### src/rtl/sd_spi_responder.sv
// Card-side SPI-mode SD command responder.
// Parses 6-byte command frames from a byte-level SPI slave shifter and checks
// their CRC7. Good frames go to the card application logic. The block then
// plays back the Ncr filler, the R1 byte and an optional 4-byte R3/R7 payload
// on the outgoing byte stream.
module sd_spi_responder #(
   parameter int NCR_BYTES = 1,
   parameter int CHECK_CRC = 1
) (
   input  logic        clk,
   input  logic        rst,
   input  logic        cs_n,
   input  logic        rx_valid,
   input  logic [7:0]  rx_byte,
   output logic [7:0]  tx_byte,
   output logic        cmd_valid,
   output logic [5:0]  cmd_index,
   output logic [31:0] cmd_arg,
   input  logic [7:0]  resp_r1,
   input  logic        resp_long,
   input  logic [31:0] resp_ext,
   output logic        crc_err,
   output logic        busy
);

   typedef enum logic [2:0] {
      HUNT,
      CMD,
      CHECK,
      NCR,
      RESP
   } state_t;

   localparam logic [2:0] NCR_INIT = 3'(NCR_BYTES - 1);

   state_t      state, state_n;
   logic [2:0]  idx, idx_n;
   logic [6:0]  crc, crc_n;
   logic [5:0]  frame_cmd, frame_cmd_n;
   logic [31:0] frame_arg, frame_arg_n;
   logic [2:0]  cnt, cnt_n;
   logic [7:0]  rsp_r1, rsp_r1_n;
   logic        rsp_long, rsp_long_n;
   logic [31:0] rsp_ext, rsp_ext_n;
   logic [7:0]  tx_n;
   logic        valid_n, err_n;
   logic [5:0]  index_n;
   logic [31:0] arg_n;
   logic        crc_ok;

   // CRC7 (x^7 + x^3 + 1) folded over one byte, MSB first
   function automatic logic [6:0] crc7_byte(input logic [6:0] c, input logic [7:0] d);
      logic [6:0] r;
      logic [7:0] dd;
      logic       fb;
      r  = c;
      dd = d;
      for (int unsigned i = 0; i < 8; i++) begin
         fb = r[6] ^ dd[7];
         r  = {r[5:0], 1'b0} ^ (fb ? 7'h09 : 7'h00);
         dd = {dd[6:0], 1'b0};
      end
      return r;
   endfunction

   assign busy   = (state != HUNT);
   assign crc_ok = (CHECK_CRC == 0) || (rx_byte[7:1] == crc);

   // next-state, frame capture and response sequencing
   always_comb begin
      state_n     = state;
      idx_n       = idx;
      crc_n       = crc;
      frame_cmd_n = frame_cmd;
      frame_arg_n = frame_arg;
      cnt_n       = cnt;
      rsp_r1_n    = rsp_r1;
      rsp_long_n  = rsp_long;
      rsp_ext_n   = rsp_ext;
      tx_n        = tx_byte;
      valid_n     = 1'b0;
      err_n       = 1'b0;
      index_n     = cmd_index;
      arg_n       = cmd_arg;

      if (cs_n) begin
         state_n = HUNT;
         tx_n    = 8'hFF;
         cnt_n   = '0;
      end else begin
         unique case (state)
            HUNT: begin
               if (rx_valid && (rx_byte[7:6] == 2'b01)) begin
                  frame_cmd_n = rx_byte[5:0];
                  crc_n       = crc7_byte(7'h00, rx_byte);
                  idx_n       = 3'd1;
                  state_n     = CMD;
               end
            end
            CMD: begin
               if (rx_valid) begin
                  if (idx == 3'd5) begin
                     // Compare on the CRC byte's arrival, so that cmd_valid,
                     // cmd_index and cmd_arg are all registered into the CHECK cycle together.
                     state_n = CHECK;
                     tx_n    = 8'hFF;
                     if (crc_ok) begin
                        valid_n = 1'b1;
                        index_n = frame_cmd;
                        arg_n   = frame_arg;
                     end else begin
                        err_n = 1'b1;
                     end
                  end else begin
                     frame_arg_n = {frame_arg[23:0], rx_byte};
                     crc_n       = crc7_byte(crc, rx_byte);
                     idx_n       = idx + 3'd1;
                  end
               end
            end
            CHECK: begin
               if (cmd_valid) begin
                  rsp_r1_n   = resp_r1;
                  rsp_long_n = resp_long;
                  rsp_ext_n  = resp_ext;
               end else begin
                  rsp_r1_n   = 8'h08;
                  rsp_long_n = 1'b0;
               end
               tx_n    = 8'hFF;
               cnt_n   = NCR_INIT;
               state_n = NCR;
            end
            NCR: begin
               if (rx_valid) begin
                  if (cnt == 3'd0) begin
                     tx_n    = rsp_r1;
                     cnt_n   = rsp_long ? 3'd4 : 3'd0;
                     state_n = RESP;
                  end else begin
                     cnt_n = cnt - 3'd1;
                  end
               end
            end
            RESP: begin
               if (rx_valid) begin
                  if (cnt == 3'd0) begin
                     tx_n    = 8'hFF;
                     state_n = HUNT;
                  end else begin
                     case (cnt)
                        3'd4:    tx_n = rsp_ext[31:24];
                        3'd3:    tx_n = rsp_ext[23:16];
                        3'd2:    tx_n = rsp_ext[15:8];
                        default: tx_n = rsp_ext[7:0];
                     endcase
                     cnt_n = cnt - 3'd1;
                  end
               end
            end
            default: begin
               state_n = HUNT;
               tx_n    = 8'hFF;
            end
         endcase
      end
   end

   // state and output registers
   always_ff @(posedge clk or posedge rst) begin
      if (rst) begin
         state     <= HUNT;
         idx       <= '0;
         crc       <= '0;
         frame_cmd <= '0;
         frame_arg <= '0;
         cnt       <= '0;
         rsp_r1    <= '0;
         rsp_long  <= 1'b0;
         rsp_ext   <= '0;
         tx_byte   <= '1;
         cmd_valid <= 1'b0;
         crc_err   <= 1'b0;
         cmd_index <= '0;
         cmd_arg   <= '0;
      end else begin
         state     <= state_n;
         idx       <= idx_n;
         crc       <= crc_n;
         frame_cmd <= frame_cmd_n;
         frame_arg <= frame_arg_n;
         cnt       <= cnt_n;
         rsp_r1    <= rsp_r1_n;
         rsp_long  <= rsp_long_n;
         rsp_ext   <= rsp_ext_n;
         tx_byte   <= tx_n;
         cmd_valid <= valid_n;
         crc_err   <= err_n;
         cmd_index <= index_n;
         cmd_arg   <= arg_n;
      end
   end

endmodule

### config.mk
export PLATFORM = sky130hd
export DESIGN_NAME = sd_spi_responder
export DESIGN_NICKNAME = d
export VERILOG_FILES = /design/src/rtl/sd_spi_responder.sv
export SDC_FILE = /design/constraint.sdc
export NUM_CORES = 1
export LEC_CHECK = 0
export ABC_AREA = 1
export CORE_MARGIN = 1
export CORE_UTILIZATION = 56
export CTS_BUF_LIST = sky130_fd_sc_hd__clkbuf_4
export CTS_CLUSTER_DIAMETER = 80
export DETAILED_ROUTE_END_ITERATION = 7
export GPL_ROUTABILITY_DRIVEN = 0
export GPL_TIMING_DRIVEN = 0
export HOLD_SLACK_MARGIN = 0.1
export MAX_ROUTING_LAYER = met4
export PLACE_DENSITY = 0.82
export SYNTH_ARGS = -nofsm -noshare
export SYNTH_HDL_FRONTEND = slang
export SYNTH_SLANG_ARGS = --single-unit
### constraint.sdc
create_clock -name clk -period 5.35 [get_ports clk]
set_clock_uncertainty 0.15 [all_clocks]
set_input_delay 0.8025 -clock clk [delete_from_list [all_inputs] [get_ports clk]]
set_output_delay 0.8025 -clock clk [all_outputs]
set_load 0.02 [all_outputs]
==> flow_summary.ini <==
[logic_synthesis]
yosys.area.top_type = dfrtp_1
syn_nets = 863
synthTopCellsByArea = dfrtp_1 (51%), nand2_1 (18%), o21ai_0 (4.8%), inv_1 (3.8%), nand3_1 (3.6%)
yosys-top-cells-count = nand2_1 (321), dfrtp_1 (135), inv_1 (67)
yosysTopAreaCellShare_pct = 51.2
avgSynthCellArea_um2 = 8.21
yosysSeqAreaShare_pct = 54.4
syn_area_um2 = 6600
ys_warn_count = 0
postSynth.asyncResetShare_pct = 100
synth_edf_count = 0
ys.flop_type = dfrtp_1
yosysMostFrequentCell = nand2_1
synth_cell_type_count = 37
synth_seq_cells = 143
netlist_instances = 804

[sta]
timing.fmax_ghz = 0.352
tightestPinTransition_ns = 0.535
setup_viol = 0
finalHoldViolCount = 0
slew_viol_final = 0
maxSlewHeadroom_pct = 64.1
setup_ws_ns = 2.51
min_period_ns = 2.84
rsz0062_at_grt = false
finalCritPeriodShare_pct = 53.0

[placed_design]
dp_cells = 1046
placed_area_um2 = 7790
io_buffer_count = 98
dpl_worst_slack_ns = 2.48
dpl.hpwl_mm = 10.9

[cts]
cts_sinks = 143
htreeDepth = 4
insertion_delay_ns = 0.58
clockBufferDepth = 2
cts_tree = yes
holdBufCountCts = 0
post_cts_resized = 0
cts_setup_buffers = 0
cts_buffers = 17
clockRootBuffer = clkbuf_4
clkTransAtPathRegs_ns = 0.12

[routing]
drt-pass1-iter-count = 5
drtIter0Drc = 377
routedWlPerCell_um = 14.1
viasPerCell = 5.15
final_antenna_net_count = 0
via_count = 5553
routed_wl_mm = 15.2
drc = 0

[grt]
grt_overflow = 0
antenna_found_initial = 0
grt_pass1_wl_mm = 25.7
grt.total_usage_pct = 27.5
grt_max_degree = 98
grt_pass1_vias = 5436

[power_and_ir_drop]
p_leak_nw = 4.06
pwr-share-comb_pct = 29.9
clockPowerShare_pct = 21.5
internal_power_w = 0.00178
power.total_w = 0.00287
peakVddDrop_v = 0.000268
sw_frac_of_total_pct = 37.8
switching_power_w = 0.00109
pwr-share-seq_pct = 48.6
p_per_area_nw_per_um2 = 357

[die]
start_util_pct = 57.5
die_x_um = 111
core.rowCount = 39
pin_count = 102
die_y_um = 111
coreArea_um2 = 11500
dieArea_um2 = 12200

[critical_path]
cp-start-kind = register
crit_path_max_fanout = 8
critPathKind = register to output port
endpoint_kind = output port
cp.arrival_ns = 1.88
cpPeakStageDelay_ns = 0.59
path_cells = buf_2 -> inv_2 -> nand2_2 -> clkdlybuf4s50_1
crit_required_ns = 4.40
cp_slowest_cell = clkdlybuf4s50_1

[final_layout]
n_fill_cell = 915
stdcell_area_um2 = 8030
final_nets = 981
layout.cells.non_filler = 1078
drive_above_1_share_pct = 10.1
antenna_cells = 0
area.growth.synth_to_final_pct = 21.7

[run_status]
outcome = finished clean

[min_path]
hold_path_class = register to register

[flow_run]
maxCapViolCount = 0
==> layer usage <==
layer  global-route usage [%]  vias to the layer above  part of all wire, %
met5                        -                        -                    0
met4                     11.7                        0                  2.4
met3                     6.31                       35                  5.3
met2                     43.1                      164                   48
met1                     34.4                     2604                   45
li1                         -                     2750                    -
==> per-stage QoR <==
step	util [%]	setup TNS [ns]	hold WS (ns)
floorplan	-	0	0.292
global placement	67.6	-167.42	0.302
detailed placement	67.9	0	0.308
CTS	70.0	0	0.311
global route	70.0	0	0.339
finish	70.0	0	0.336
==> sequential cells by signal, indices dropped and copies added (netlist names) <==
register,flops
idx,3
cmd_index,6
rsp_long,1
crc_err,1
cmd_valid,1
cmd_arg,32
frame_cmd,6
crc,7
rsp_r1,8
cnt,3
tx_byte,8
rsp_ext,32
frame_arg,32
state,3
==> power by group through the flow <==
stage	Combinational [W]	Sequential, W	Clock [W]
3_3_place_gp	0.000817	0.00140	0
2_1_floorplan	0.000595	0.00140	0
4_1_cts	0.000854	0.00139	0.000634
3_5_place_dp	0.000851	0.00141	0
6_report	0.000858	0.00139	0.000618
5_1_grt	0.000974	0.00142	0.000669
==> critical path, delay by kind of cell, from the launching register on <==
kind,cells,cell delay (ns)
buf+inv,3,0.89
flops,1,0.34
simple gates,1,0.09
==> worst paths after layout <==
path	cells after the start	to	startpoint	slack, ns
worst max-delay path	4	busy	state[0]$_DFFE_PP0P_	2.51
worst min-delay path	2	tx_byte[4]$_DFFE_PP1P_	tx_byte[4]$_DFFE_PP1P_	0.34
worst max register to register	13	tx_byte[1]$_DFFE_PP1P_	cnt[0]$_DFFE_PP0P_	3.24
worst min register to register	2	tx_byte[4]$_DFFE_PP1P_	tx_byte[4]$_DFFE_PP1P_	0.34
max in group asynchronous	3	frame_arg[8]$_DFFE_PP0P_	rst	3.81
min in group asynchronous	2	rsp_ext[14]$_DFFE_PP0P_	rst	0.46
==> cell type report <==
cell class	count	area [um2]	share of cell area (%)
buffer	31	181	2.26
clock buffer	18	135	1.68
clock inverter	14	106	1.32
inverter	76	290	3.61
multi-input combinational	554	2540	31.7
sequential	143	3590	44.7
tap	143	179	2.23
timing repair buffer	99	1010	12.6
==> cell usage in the layout, fill, tap and decap left out, types with 5 or more instances in the layout <==
cell type	instances
a22o_1	7
buf_2	20
buf_6	5
clkbuf_4	18
clkdlybuf4s50_1	98
dfrtp_1	135
dfstp_2	8
ha_1	6
inv_1	66
inv_2	8
inv_6	8
nand2_1	321
nand2_2	6
nand3_1	48
nor2_1	44
o21ai_0	63
o21ai_1	23
xor2_1	7
==> cells by family after synthesis <==
| family | after synthesis | synth area share [%] |
|---|---|---|
| and+or+nand+nor | 432 | 27.1 |
| AOI/OAI and AO/OA | 105 | 8.72 |
| buffers and inverters | 107 | 7.07 |
| DFF | 143 | 54.4 |
| adders and majority gates | 6 | 1.14 |
| xor gates and xnor gates | 11 | 1.57 |
Power figures use the tool's default switching activity.
